## config.mk

```make
export PLATFORM = sky130hd
export DESIGN_NAME = pkt_rx_monitor
export DESIGN_NICKNAME = d
export VERILOG_FILES = /design/src/rtl/pkt_rx_monitor_pkg.sv /design/src/rtl/pkt_rx_monitor_rx_flow_stat.sv /design/src/rtl/pkt_rx_monitor.sv
export SDC_FILE = /design/constraint.sdc
export NUM_CORES = 2
export LEC_CHECK = 0
export BUFFER_PORTS_ARGS = -buffer_cell sky130_fd_sc_hd__buf_2
export CORE_MARGIN = 2
export CORE_UTILIZATION = 35
export CTS_BUF_LIST = sky130_fd_sc_hd__clkbuf_4 sky130_fd_sc_hd__clkbuf_8 sky130_fd_sc_hd__clkbuf_16
export DETAILED_ROUTE_END_ITERATION = 8
export GPL_TIMING_DRIVEN = 0
export PLACE_DENSITY = 0.51
export SYNTH_ARGS = -nofsm -noshare
export SYNTH_HDL_FRONTEND = slang
export SYNTH_HIERARCHICAL = 1
export SYNTH_SLANG_ARGS = --single-unit
```

## constraint.sdc

```tcl
create_clock -name clk -period 6.6 [get_ports clk]
set_input_delay 0.66 -clock clk [delete_from_list [all_inputs] [get_ports clk]]
set_output_delay 0.66 -clock clk [all_outputs]
set_load 0.02 [all_outputs]
```

## src/rtl/pkt_rx_monitor_pkg.sv

```systemverilog
// pkt_rx_monitor_pkg: beat-type codes, head-tag field positions,
// FSM state encoding and the latency clip helper for the rx monitor.
package pkt_rx_monitor_pkg;

   localparam int FLOW_NUM = 8;
   localparam int FLOW_W   = 3;
   localparam int STAT_W   = 32;
   localparam int TS_W     = 48;
   localparam int BEAT_W   = 8;
   localparam int LEN_W    = 12;

   localparam logic [1:0] BT_HEAD = 2'b01;
   localparam logic [1:0] BT_BODY = 2'b11;
   localparam logic [1:0] BT_TAIL = 2'b10;

   localparam int BT_HI  = 133;
   localparam int BT_LO  = 132;
   localparam int INV_HI = 131;
   localparam int INV_LO = 128;

   localparam int TAG_FLOW_HI = 127;
   localparam int TAG_FLOW_LO = 125;
   localparam int TAG_LEN_HI  = 123;
   localparam int TAG_LEN_LO  = 112;
   localparam int TAG_TS_HI   = 47;
   localparam int TAG_TS_LO   = 0;

   typedef enum logic [1:0] {
      ST_IDLE       = 2'd0,
      ST_BODY       = 2'd1,
      ST_WAIT_VALID = 2'd2
   } rx_state_e;

   // Latency modulo 2^48, clipped to all-ones when it exceeds 32 bits.
   function automatic logic [STAT_W-1:0] lat_clip(
      input logic [TS_W-1:0] now,
      input logic [TS_W-1:0] tx
   );
      logic [TS_W-1:0] d;
      d = now - tx;
      return (|d[TS_W-1:STAT_W]) ? '1 : d[STAT_W-1:0];
   endfunction

endpackage

```

## src/rtl/pkt_rx_monitor_rx_flow_stat.sv

```systemverilog
// rx_flow_stat: per-flow good/error counters and last/max latency.
// Ports: clr (sync clear), upd_* (one verdict per cycle), rd_* (registered read + ack).
module rx_flow_stat #(
   parameter int NFLOW = 8,
   parameter int FW    = 3,
   parameter int CNT_W = 32
)(
   input  logic             clk,
   input  logic             rst_n,
   input  logic             clr,
   input  logic             upd_en,
   input  logic [FW-1:0]    upd_flow,
   input  logic             upd_good,
   input  logic [CNT_W-1:0] upd_lat,
   input  logic             rd_en,
   input  logic [FW-1:0]    rd_flow,
   output logic [CNT_W-1:0] rd_pkt,
   output logic [CNT_W-1:0] rd_err,
   output logic [CNT_W-1:0] rd_last,
   output logic [CNT_W-1:0] rd_max,
   output logic             rd_ack
);

   logic [NFLOW-1:0][CNT_W-1:0] pkt_cnt;
   logic [NFLOW-1:0][CNT_W-1:0] err_cnt;
   logic [NFLOW-1:0][CNT_W-1:0] last_lat;
   logic [NFLOW-1:0][CNT_W-1:0] max_lat;

   function automatic logic [CNT_W-1:0] sat_inc(
      input logic [CNT_W-1:0] v
   );
      return (&v) ? v : v + CNT_W'(1);
   endfunction

   // Clear wins over a same-cycle verdict, which is dropped.
   always_ff @(posedge clk or negedge rst_n) begin
      if (!rst_n) begin
         pkt_cnt  <= '0;
         err_cnt  <= '0;
         last_lat <= '0;
         max_lat  <= '0;
      end else if (clr) begin
         pkt_cnt  <= '0;
         err_cnt  <= '0;
         last_lat <= '0;
         max_lat  <= '0;
      end else if (upd_en) begin
         if (upd_good) begin
            pkt_cnt[upd_flow]  <= sat_inc(pkt_cnt[upd_flow]);
            last_lat[upd_flow] <= upd_lat;
            if (upd_lat > max_lat[upd_flow])
               max_lat[upd_flow] <= upd_lat;
         end else begin
            err_cnt[upd_flow] <= sat_inc(err_cnt[upd_flow]);
         end
      end
   end

   // Read samples the arrays before this cycle's update lands.
   always_ff @(posedge clk or negedge rst_n) begin
      if (!rst_n) begin
         rd_pkt  <= '0;
         rd_err  <= '0;
         rd_last <= '0;
         rd_max  <= '0;
         rd_ack  <= 1'b0;
      end else begin
         rd_ack <= rd_en;
         if (rd_en) begin
            rd_pkt  <= pkt_cnt[rd_flow];
            rd_err  <= err_cnt[rd_flow];
            rd_last <= last_lat[rd_flow];
            rd_max  <= max_lat[rd_flow];
         end
      end
   end

endmodule

```

## src/rtl/pkt_rx_monitor.sv

```systemverilog
// pkt_rx_monitor: checks looped-back test packets and keeps per-flow stats.
// Ports: in_data* packet stream + verdict strobe, in_stat_* read port, out_stat_* / out_orphan_cnt.
module pkt_rx_monitor
   import pkt_rx_monitor_pkg::*;
#(
   parameter string PLATFORM = "xilinx",
   parameter int    FLOW_NUM = pkt_rx_monitor_pkg::FLOW_NUM,
   parameter int    CNT_W    = 32
)(
   input  logic              clk,
   input  logic              rst_n,
   input  logic              cnt_rst,
   input  logic [TS_W-1:0]   timestamp,
   input  logic [133:0]      in_data,
   input  logic              in_data_wr,
   input  logic              in_data_valid,
   input  logic              in_data_valid_wr,
   input  logic              in_stat_rd,
   input  logic [FLOW_W-1:0] in_stat_flow,
   output logic [CNT_W-1:0]  out_stat_pkt_cnt,
   output logic [CNT_W-1:0]  out_stat_err_cnt,
   output logic [CNT_W-1:0]  out_stat_last_lat,
   output logic [CNT_W-1:0]  out_stat_max_lat,
   output logic              out_stat_ack,
   output logic [CNT_W-1:0]  out_orphan_cnt
);

   logic [1:0]        beat;
   logic              is_head;
   logic              is_body;
   logic              is_tail;
   logic              is_cont;

   rx_state_e         state_q;
   rx_state_e         state_d;

   logic [FLOW_W-1:0] flow_q;
   logic [LEN_W-1:0]  exp_len_q;
   logic [TS_W-1:0]   tx_ts_q;
   logic [BEAT_W-1:0] beats_q;
   logic [BEAT_W-1:0] beats_inc;
   logic [LEN_W-1:0]  pkt_len;
   logic              len_ok_now;
   logic              len_ok_q;

   logic              head_load;
   logic              beat_step;
   logic              tail_cap;
   logic              orphan_inc;
   logic              upd_en;
   logic              upd_good;
   logic [CNT_W-1:0]  upd_lat;
   logic [CNT_W-1:0]  orphan_q;
   logic              unused_bits;

   assign beat    = in_data[BT_HI:BT_LO];
   assign is_head = in_data_wr && (beat == BT_HEAD);
   assign is_body = in_data_wr && (beat == BT_BODY);
   assign is_tail = in_data_wr && (beat == BT_TAIL);
   assign is_cont = is_body || is_tail;

   assign unused_bits = ^{in_data[124], in_data[111:48]};

   // Beat count saturates at 255; a saturated packet never matches.
   assign beats_inc  = (&beats_q) ? beats_q : beats_q + 8'd1;
   assign pkt_len    = {beats_inc, 4'h0}
                     - LEN_W'(in_data[INV_HI:INV_LO]);
   assign len_ok_now = !(&beats_inc) && (pkt_len == exp_len_q);

   assign upd_lat = lat_clip(timestamp, tx_ts_q);

   always_ff @(posedge clk or negedge rst_n) begin
      if (!rst_n)
         state_q <= ST_IDLE;
      else
         state_q <= state_d;
   end

   always_comb begin
      state_d = state_q;
      unique case (state_q)
         ST_IDLE: begin
            if (is_head)
               state_d = ST_BODY;
         end
         ST_BODY: begin
            if (is_head)
               state_d = ST_BODY;
            else if (is_tail)
               state_d = in_data_valid_wr ? ST_IDLE : ST_WAIT_VALID;
            else if (in_data_valid_wr)
               state_d = ST_IDLE;
         end
         ST_WAIT_VALID: begin
            if (is_head)
               state_d = ST_BODY;
            else if (in_data_valid_wr)
               state_d = ST_IDLE;
         end
         default: state_d = ST_IDLE;
      endcase
   end

   // Verdict and datapath controls; verdicts always hit the latched flow.
   always_comb begin
      head_load  = 1'b0;
      beat_step  = 1'b0;
      tail_cap   = 1'b0;
      orphan_inc = 1'b0;
      upd_en     = 1'b0;
      upd_good   = 1'b0;
      unique case (state_q)
         ST_IDLE: begin
            head_load  = is_head;
            orphan_inc = is_cont;
         end
         ST_BODY: begin
            if (is_head) begin
               upd_en    = 1'b1;
               head_load = 1'b1;
            end else if (is_body) begin
               beat_step = 1'b1;
            end else if (is_tail) begin
               beat_step = 1'b1;
               tail_cap  = 1'b1;
               if (in_data_valid_wr) begin
                  upd_en   = 1'b1;
                  upd_good = in_data_valid && len_ok_now;
               end
            end else if (in_data_valid_wr) begin
               // Strobe before any tail: packet is short.
               upd_en = 1'b1;
            end
         end
         ST_WAIT_VALID: begin
            if (in_data_valid_wr) begin
               upd_en    = 1'b1;
               upd_good  = in_data_valid && len_ok_q;
               head_load = is_head;
            end else if (is_head) begin
               upd_en    = 1'b1;
               head_load = 1'b1;
            end else begin
               orphan_inc = is_cont;
            end
         end
         default: begin
            head_load = 1'b0;
         end
      endcase
   end

   always_ff @(posedge clk or negedge rst_n) begin
      if (!rst_n) begin
         flow_q    <= '0;
         exp_len_q <= '0;
         tx_ts_q   <= '0;
         beats_q   <= '0;
         len_ok_q  <= 1'b0;
      end else if (head_load) begin
         flow_q    <= in_data[TAG_FLOW_HI:TAG_FLOW_LO];
         exp_len_q <= in_data[TAG_LEN_HI:TAG_LEN_LO];
         tx_ts_q   <= in_data[TAG_TS_HI:TAG_TS_LO];
         beats_q   <= 8'd1;
         len_ok_q  <= 1'b0;
      end else begin
         if (beat_step)
            beats_q <= beats_inc;
         if (tail_cap)
            len_ok_q <= len_ok_now;
      end
   end

   always_ff @(posedge clk or negedge rst_n) begin
      if (!rst_n)
         orphan_q <= '0;
      else if (cnt_rst)
         orphan_q <= '0;
      else if (orphan_inc && !(&orphan_q))
         orphan_q <= orphan_q + CNT_W'(1);
   end

   assign out_orphan_cnt = orphan_q;

   rx_flow_stat #(
      .NFLOW (FLOW_NUM),
      .FW    (FLOW_W),
      .CNT_W (CNT_W)
   ) u_stat (
      .clk      (clk),
      .rst_n    (rst_n),
      .clr      (cnt_rst),
      .upd_en   (upd_en),
      .upd_flow (flow_q),
      .upd_good (upd_good),
      .upd_lat  (upd_lat),
      .rd_en    (in_stat_rd),
      .rd_flow  (in_stat_flow),
      .rd_pkt   (out_stat_pkt_cnt),
      .rd_err   (out_stat_err_cnt),
      .rd_last  (out_stat_last_lat),
      .rd_max   (out_stat_max_lat),
      .rd_ack   (out_stat_ack)
   );

endmodule

```

==> key figures <==
Synth
  • Async SR Flop Fraction: 1.00
  • Post-synth EDFFs: 0
  • Dominant synthesized flop cell: dfrtp_1
  • Yosys reg bits: 1259
  • Netlist Area Pre-Place: 0.0666 sq mm
  • Synthesis Warnings: 6
  • Top area cells in the synthesized netlist: dfrtp_1 47%, mux4_2 13%, a22o_1 8.6%
  • Cell count after synthesis: 5707
  • Syn_area_per_cell: 11.7 sq um
  • Post-synthesis sequential area ratio: 0.473
  • Mapped Nets: 5988
  • Cell variety after synth: 111
  • Area leader, netlist: dfrtp_1
  • Synth top area share: 0.473

GRT
  • GRT Util Overall: 0.286
  • First-pass GRT wire length: 401000 um
  • Vias in the first global route: 54100
  • Initial antenna violation count: 8
  • Global route total overflow: 0
  • Largest net degree at the start of global routing: 157

Routing
  • Vias post-DR: 54200
  • Total wire length: 280000 um
  • Antenna Nets Post-Route: 0
  • Drt wl/cell: 31.6 um
  • Total iterations of the first detailed-routing run: 8
  • Initial drt markers: 5999
  • DRC violations left: 0
  • Vias/cell: 6.11

Setup path
  • Worst Setup EP: u_stat/max_lat[38]$_DFFE_PN0P_
  • Critical Path RT: 7320 ps
  • Crit Reg-Reg Endpoint: u_stat/max_lat[38]$_DFFE_PN0P_
  • Worst Path Arrival: 7350 ps
  • CP Class: flop to flop
  • Crit path from: flow_q[2]$_DFFE_PN0P_
  • Worst reg2reg path depth: 19
  • Critical Path Source Type: flop
  • R2R Setup Slk: -30 ps
  • Critical Path Fanout Max: 11
  • Crit path capture type: flop
  • RR Startpoint: flow_q[2]$_DFFE_PN0P_

Timing
  • Post-route minimum period: 6630 ps
  • Unrepaired setup endpoints after global routing: false
  • Setup TNS: -115 ps
  • Hold Vio Cnt, Final: 48
  • Peak Freq: 151 MHz
  • Post-route setup slack: -28.5 ps
  • Final setup vio count: 18
  • Tcrit/Tclk final: 1.00
  • Worst-margin pin slew: 1520 ps
  • Slew Limit Headroom: -0.0133
  • Hold WS: -58.6 ps
  • Slew Viols, Final: 11
  • Worst Clk Skew: 27.5 ps

Die
  • Die W: 440 um
  • Core area: 0.190 sq mm
  • Num rows: 160
  • Starting density of the core: 0.351
  • Die footprint: 0.194 sq mm
  • Die Y: 440 um
  • I/O pins: 353

Finish
  • Layout fillers: 18100
  • Final Instance Count excl. Fillers: 8857
  • Area of the multi-input gates: 0.0327 sq mm
  • Synth-to-layout area growth: 16.8%
  • Layout cells sized above 1: 0.210
  • Register area: 0.0315 sq mm
  • Final Net Count: 6496

Clock tree
  • Clk_lat worst skew: 820 ps
  • Clk sink count: 1259
  • Max clock buf depth: 3
  • Reg clk slew, reported paths: 60 ps
  • Root buf cell: clkbuf_16
  • TritonCTS clock tree: yes
  • Inserted Clock Buffers: 151
  • Htree depth: 4
  • Hold Buf Count CTS: 0

Status
  • Status: complete, but fails checks
  • Violated checks: hold timing, capacitance limit, slew limit, setup timing

Placed design
  • Detail Placement HPWL: 196000 um
  • Port buffer count: 284
  • RePlAce Congestion: 0.970
  • Placed Cells: 8529

Flow run
  • MaxCap Viol Count: 1

Pwr
  • Worst VDD drop: 0.235 mV
  • Power, Total: 20.8 mW
  • Leak pwr: 33.7 nW
  • Pwr dens: 267 mW/mm^2

Min path
  • Hold crit path type: input pin to asynchronous set/reset pin
-- critical path, stage by stage, from the launching register on --
cell	delay, ps
dfrtp_1	480
buf_4	280
buf_6	260
buf_6	240
inv_1	480
nor2_1	400
clkbuf_2	520
clkdlybuf4s15_1	930
a21oi_1	160
and3_1	240
ha_1	320
a21o_1	120
a21o_1	110
a21oi_1	60
o21ai_1	480
o21a_1	170
clkbuf_1	390
clkbuf_1	480
o2111ai_1	230
o21ai_0	160
-- metrics by stage --
stage / util / worst slack, ps / hold slack (ps) / instance area (sq um)
finish: 0.410 / -28.5 / -58.6 / 77800
global route: 0.410 / 6.72 / 22.1 / 77800
CTS: 0.410 / 4.39 / 5.77 / 77600
detailed placement: 0.379 / -2730 / 462 / 71800
global placement: 0.376 / -24270 / 456 / 71200
floorplan: - / 699 / 364 / 66600
-- cell families (layout without fill, tap and decap cells) --
family          after synthesis  in the layout  share of synthesized area
xor+xnor                    131            131                     0.0194
other cells                   0              7                          0
compound gates             1672           1672                      0.191
buf+inv                     635           1267                     0.0401
mux                         614            614                      0.164
simple gates               1307           1307                     0.0967
flops                      1259           1259                      0.473
fa+ha+maj                    89             89                     0.0168
-- cell usage after synthesis, drive strengths merged (42+ instances only) --
cell type  count
a22o         651
nor2         263
xor2          75
buf          123
a21oi        269
nand3         85
mux2i        191
o2bb2ai      165
nand2        492
ha            88
mux2          48
a22oi         48
o21ai        227
nand2b       208
dfrtp       1259
clkbuf       375
o32ai         63
xnor2         56
nand4         74
o2111ai       42
mux4         375
inv          136
-- timing repair --
action,CTS,global route
resized for setup,128,37
buffers inserted,39,9
endpoints found under the setup margin,256,327
pin swaps,11,6
-- power by group --
part / leakage (nW) / switching, mW / internal [mW] / total [mW]
Sequential: 17.3 / 0.0981 / 7.88 / 7.98
Clock: 2.62 / 3.61 / 5.18 / 8.78
Combinational: 13.8 / 2.86 / 1.17 / 4.03
-- state kept, by name, summed over array words and instances, names as in the netlist, 2 cells and up --
name             flops
u_stat/err_cnt     256
u_stat/last_lat    256
u_stat/max_lat     256
u_stat/pkt_cnt     256
tx_ts_q             48
out_orphan_cnt      32
u_stat/rd_err       32
u_stat/rd_last      32
u_stat/rd_max       32
u_stat/rd_pkt       32
exp_len_q           12
beats_q              8
flow_q               3
state_q              2
-- how the worst min path moves through the flow --
stage / start / endpoint / slack [ps] / depth (start not counted)
floorplan: rst_n / beats_q[0]$_DFFE_PN0P_ / 360 / 0
global placement: u_stat/last_lat[146]$_DFFE_PN0P_ / u_stat/last_lat[146]$_DFFE_PN0P_ / 460 / 2
detailed placement: u_stat/last_lat[143]$_DFFE_PN0P_ / u_stat/last_lat[143]$_DFFE_PN0P_ / 460 / 2
CTS: rst_n / u_stat/last_lat[13]$_DFFE_PN0P_ / 6 / 2
global route: rst_n / u_stat/rd_last[14]$_DFFE_PN0P_ / 20 / 2
finish: rst_n / u_stat/rd_last[14]$_DFFE_PN0P_ / -60 / 2
-- cells in the final DEF (no fill, tap or decap), types with 48 or more instances in the layout --
master and n:
xor2_1 67, clkbuf_16 152, clkbuf_1 300, inv_1 134
a21oi_1 242, nand2b_1 208, nand4_1 72, ha_1 88
mux2_2 48, a22o_1 651, o2bb2ai_1 165, buf_2 316
o21ai_0 212, nand3_1 81, mux2i_1 190, buf_4 62
nand2_1 490, o32ai_1 62, dfrtp_1 1259, mux4_2 375
nor2_1 255, clkbuf_2 54
-- layout make-up --
type	instances	share of cell area
diodes	7	0.000225
plain buffers	493	0.0297
clock buffers	219	0.0585
clock inverters	58	0.00878
inverters	137	0.00667
multi-input cells	3813	0.420
flip-flops and latches	1259	0.405
well taps	2511	0.0404
repair buffers	360	0.0308
-- routing by layer --
layer	GRT usage	part of all wire
met1	0.370	0.40
met2	0.440	0.45
met3	0.0821	0.097
met4	0.135	0.052
met5	0	0.00010
(Power assumes the default switching activity.)
